**src/rtl/id_ex_stage.sv**
```systemverilog
`default_nettype none
// +----------------------------------------------------------------------------
// | id_ex_stage
// | ID/EX pipeline register with writeback bypass, load-use stall,
// | downstream hold (with operand refresh) and flush.
// | Revision: 1.0
// +----------------------------------------------------------------------------
module id_ex_stage #(
  parameter int CTRL_W = 8
) (
  input  logic              clk,
  input  logic              rst,
  input  logic              id_valid,
  input  logic [31:0]       id_pc,
  input  logic [4:0]        id_rs,
  input  logic [4:0]        id_rt,
  input  logic [4:0]        id_rd,
  input  logic [31:0]       id_imm,
  input  logic [CTRL_W-1:0] id_ctrl,
  input  logic              id_mem_read,
  input  logic              id_reg_write,
  input  logic [31:0]       rdata_A,
  input  logic [31:0]       rdata_B,
  input  logic              wb_we,
  input  logic [4:0]        wb_addr,
  input  logic [31:0]       wb_data,
  input  logic              ex_stall,
  input  logic              flush,
  output logic              stall_req,
  output logic              ex_valid,
  output logic              ex_mem_read,
  output logic              ex_reg_write,
  output logic [31:0]       ex_pc,
  output logic [31:0]       ex_a,
  output logic [31:0]       ex_b,
  output logic [31:0]       ex_imm,
  output logic [4:0]        ex_rs,
  output logic [4:0]        ex_rt,
  output logic [4:0]        ex_rd,
  output logic [CTRL_W-1:0] ex_ctrl
);

  logic              r_valid;
  logic              r_mem_read;
  logic              r_reg_write;
  logic [31:0]       r_pc;
  logic [31:0]       r_a;
  logic [31:0]       r_b;
  logic [31:0]       r_imm;
  logic [4:0]        r_rs;
  logic [4:0]        r_rt;
  logic [4:0]        r_rd;
  logic [CTRL_W-1:0] r_ctrl;

  logic              w_wb_live;
  logic [31:0]       w_byp_a;
  logic [31:0]       w_byp_b;
  logic              w_hazard;

  // Register 0 is hard-wired in the file, so a write to it must never bypass.
  assign w_wb_live = wb_we && (wb_addr != 5'd0);
  assign w_byp_a   = (w_wb_live && (wb_addr == id_rs)) ? wb_data : rdata_A;
  assign w_byp_b   = (w_wb_live && (wb_addr == id_rt)) ? wb_data : rdata_B;

  assign w_hazard  = id_valid && r_valid && r_mem_read && (r_rd != 5'd0) &&
                     ((r_rd == id_rs) || (r_rd == id_rt));
  assign stall_req = w_hazard && !flush && !rst;

  always_ff @(posedge clk or posedge rst) begin
    if (rst) begin
      r_valid     <= 1'b0;
      r_mem_read  <= 1'b0;
      r_reg_write <= 1'b0;
      r_pc        <= 32'd0;
      r_a         <= 32'd0;
      r_b         <= 32'd0;
      r_imm       <= 32'd0;
      r_rs        <= 5'd0;
      r_rt        <= 5'd0;
      r_rd        <= 5'd0;
      r_ctrl      <= '0;
    end else if (flush) begin
      r_valid     <= 1'b0;
      r_mem_read  <= 1'b0;
      r_reg_write <= 1'b0;
      r_pc        <= 32'd0;
      r_a         <= 32'd0;
      r_b         <= 32'd0;
      r_imm       <= 32'd0;
      r_rs        <= 5'd0;
      r_rt        <= 5'd0;
      r_rd        <= 5'd0;
      r_ctrl      <= '0;
    end else if (ex_stall) begin
      // Held operands would otherwise miss a writeback that retires meanwhile.
      if (w_wb_live && r_valid) begin
        if (wb_addr == r_rs) r_a <= wb_data;
        if (wb_addr == r_rt) r_b <= wb_data;
      end
    end else if (w_hazard) begin
      r_valid     <= 1'b0;
      r_mem_read  <= 1'b0;
      r_reg_write <= 1'b0;
    end else begin
      r_valid     <= id_valid;
      r_mem_read  <= id_valid && id_mem_read;
      r_reg_write <= id_valid && id_reg_write;
      r_pc        <= id_pc;
      r_a         <= w_byp_a;
      r_b         <= w_byp_b;
      r_imm       <= id_imm;
      r_rs        <= id_rs;
      r_rt        <= id_rt;
      r_rd        <= id_rd;
      r_ctrl      <= id_ctrl;
    end
  end

  assign ex_valid     = r_valid;
  assign ex_mem_read  = r_mem_read;
  assign ex_reg_write = r_reg_write;
  assign ex_pc        = r_pc;
  assign ex_a         = r_a;
  assign ex_b         = r_b;
  assign ex_imm       = r_imm;
  assign ex_rs        = r_rs;
  assign ex_rt        = r_rt;
  assign ex_rd        = r_rd;
  assign ex_ctrl      = r_ctrl;

endmodule
`default_nettype wire

```
**config.mk**
```make
export PLATFORM = sky130hd
export DESIGN_NAME = id_ex_stage
export DESIGN_NICKNAME = d
export VERILOG_FILES = /design/src/rtl/id_ex_stage.sv
export SDC_FILE = /design/constraint.sdc
export NUM_CORES = 1
export LEC_CHECK = 0
export BUFFER_PORTS_ARGS = -buffer_cell sky130_fd_sc_hd__buf_4
export CAP_MARGIN = 5
export CORE_AREA = 2 2 135 137
export DETAILED_ROUTE_END_ITERATION = 8
export DIE_AREA = 0 0 137 139
export PLACE_DENSITY = 0.79
export SYNTH_ARGS = -nofsm -noshare
export SYNTH_HDL_FRONTEND = slang
export SYNTH_SLANG_ARGS = --single-unit
```
**constraint.sdc**
```tcl
create_clock -name clk -period 7.56 [get_ports clk]
set_input_delay 1.89 -clock clk [delete_from_list [all_inputs] [get_ports clk]]
set_output_delay 1.89 -clock clk [all_outputs]
set_load 0.01 [all_outputs]
```
==> metrics.cfg <==
[job]
maxCapViolCount = 0

[clock_tree]
cts_tree = built
clock_latency_ns = 0.43
cts_root_buffer = clkbuf_16
cts_sinks = 154
cts-resized-gates = 0
cts_hold_buffers = 0
cts_buffers = 17
cts-htree-levels = 4
post_cts_buffers = 0
clk_pin_slew_ns = 0.06
clk_path_buf_depth = 2

[detailed_routing]
ant_nets = 0
drc = 0
drt_wl_total_um = 22100
via_count = 6366
wl_per_cell_um = 17.88
drtPass1Iterations = 4
drt_iter0_drc = 359
vias_per_cell = 5.150

[place]
routabilityCongestion = 0.8393
dp_slack_ns = 2.358
dp_hpwl_um = 15540
portBuffers = 350

[yosys]
yosysWarnings = 0
netlist_area_um2 = 7634
ys_seq_area_share_pct = 50.48
syn_nets = 869
synth-edff-count = 0
synth_common_cells = dfrtp_1 (154), nor2_1 (91), mux2i_1 (87), o21ai_1 (66)
syn_area_per_cell_um2 = 11.34
ys_ff_latch = 154
synth.area.top_cells = dfrtp_1 (50%), mux2i_1 (11%), mux2_2 (9.4%)
yosysTopAreaCell = dfrtp_1
async_flop_share_pct = 100.0
yosysMostFrequentCell = dfrtp_1
synth.distinct_cells = 27
synthCells = 673
synth_flop_cell = dfrtp_1
yosysTopAreaCellShare_pct = 50.48

[setup_path]
cpMostUsedCell = buf_4
reg2reg_depth = 7
r2r_slack_ns = 4.93
critPathArrivalTime_ns = 3.33
max_stage_delay_ns = 0.34
critical_path_class = in2out
crit_fanout = 6
cp-end-kind = output pin
cp-start-kind = input pin
cp.required_ns = 5.67
r2r-start = ex_rd[4]$_DFFE_PP0P_
timing.rr.end = ex_a[8]$_DFFE_PP0P_
path_cells = buf_4 > xnor2_1 > nand3_1 > o22ai_1 > nand2_1 > nor3_1 > buf_4
crit_slowest_cell = o22ai_1

[grt]
grt_pass1_vias = 6540
antenna_found_initial = 0
grt.total_usage_pct = 23.48
grt-ovfl-total = 0
grt_max_degree = 108
grt_first_pass_wirelength_um = 34710

[hold_path]
worstHoldStart = ex_a[28]$_DFFE_PP0P_
worstHoldPathType = reg2reg
holdPathStages = 1
worst_hold_path.endpoint = ex_a[28]$_DFFE_PP0P_

[final_layout]
final_nets = 1191
area_delta_synth_final_pct = 42.47
drive_gt1_share_pct = 45.78
seqCellArea_um2 = 3854
multi_input_area_um2 = 3466
antennaDiodeCount = 0
fill_cells = 1493

[power]
power_density_nw_per_um2 = 200.0
peakVddDrop_mv = 0.1583
swShare_pct = 27.43
p_sw_w = 0.0005966
p_comb_share_pct = 19.3
seqPwrFrac_pct = 42.3
leakage_nw = 5.478
p_int_w = 0.001579
power.share.clock_pct = 38.4

[sta]
drv_slew = 0
worstMarginPinSlew_ns = 0.9714
final_hold_viol_count = 0
rsz0062_at_grt = no
finClkSkew_ns = 0.008796
finalCriticalPeriod_ns = 5.224
maxSlewHeadroom_pct = 35.24
fin_ws_ns = 2.336
min_period_over_period_pct = 69.09
setup_viol = 0
final.setup.tns_ns = 0
fmax_ghz = 0.1914

[floorplan]
initial_core_util_pct = 43.23
fp.coreArea_um2 = 17660
fp.dieH_um = 139
die_w_um = 137
core.rowCount = 49
ioPinCount = 351
dieArea_um2 = 19040

[status]
run_status = completed

==> state kept, by name (all words and copies together) (netlist names) <==
| name | flops |
|---|---|
| ex_a | 32 |
| ex_b | 32 |
| ex_imm | 32 |
| ex_pc | 32 |
| ex_ctrl | 8 |
| ex_rd | 5 |
| ex_rs | 5 |
| ex_rt | 5 |
| ex_mem_read | 1 |
| ex_reg_write | 1 |
| ex_valid | 1 |
==> per-stage QoR <==
stage | std cells | area (um2) | power [W] | hold slack, ns | utilization (%)
CTS | 1236 | 10880 | 0.002198 | 0.5094 | 61.59
detailed placement | 1205 | 10300 | 0.001357 | 0.4944 | 58.35
global route | 1236 | 10880 | 0.002275 | 0.5199 | 61.59
floorplan | 673 | 7634 | 0.001142 | 0.5435 | -
global placement | 1205 | 10300 | 0.001350 | 0.4881 | 58.35
finish | 1236 | 10880 | 0.002175 | 0.5060 | 61.59
==> power groups by stage <==
stage / Combinational [W] / Clock (W) / Sequential, W
2_1_floorplan: 0.000184 / 0 / 0.000958
3_3_place_gp: 0.000418 / 0 / 0.000932
3_5_place_dp: 0.000424 / 0 / 0.000933
4_1_cts: 0.000425 / 0.000854 / 0.000919
5_1_grt: 0.000457 / 0.000891 / 0.000927
6_report: 0.000420 / 0.000836 / 0.000919
==> placed cells by master, fill, tap and decap left out, types with 12 or more instances in the layout <==
cell | netlist | routed
buf_4 | 6 | 358
dfrtp_1 | 154 | 154
nor2_1 | 91 | 91
mux2i_1 | 87 | 87
o21ai_1 | 66 | 66
nand3b_1 | 64 | 64
mux2_2 | 64 | 64
nand2b_1 | 32 | 32
xnor2_1 | 18 | 18
clkbuf_16 | 0 | 17
xor2_1 | 12 | 12
==> critical path: cells and delay by family <==
kind            cells  cell delay (ns)
simple gates        3             0.65
buf+inv             2             0.29
xor+xnor            1             0.16
compound gates      1             0.34
==> kinds of logic after synthesis <==
group	Yosys count	synth area share, %
xor gates and xnor gates	30	3.442
buffers and inverters	56	4.491
muxes	151	20.85
and+or+nand+nor	205	14.62
AOI/OAI and AO/OA	77	6.114
DFF	154	50.48
==> worst max path at each step <==
| stage | startpoint | to |
|---|---|---|
| CTS | id_rs[4] | stall_req |
| global route | id_rs[4] | stall_req |
| floorplan | rst | ex_a[0]$_DFFE_PP0P_ |
| global placement | id_rs[4] | stall_req |
| finish | id_rs[4] | stall_req |
| detailed placement | id_rs[4] | stall_req |
==> layer usage <==
metal | global-route usage [%] | wire length, um
met1 | 27.75 | 8639
met2 | 39.57 | 11050
met3 | 6.944 | 1708
met4 | 9.712 | 701
met5 | 0 | 0
==> cell type report <==
class | count | area share [%]
clock buffers | 18 | 4.038
clock inverters | 13 | 1.231
flip-flops and latches | 154 | 35.44
repair buffers | 358 | 24.71
well taps | 229 | 2.635
inverters | 1 | 0.08053
multi-input cells | 463 | 31.87
No activity file was read; power rests on OpenSTA's default activity.
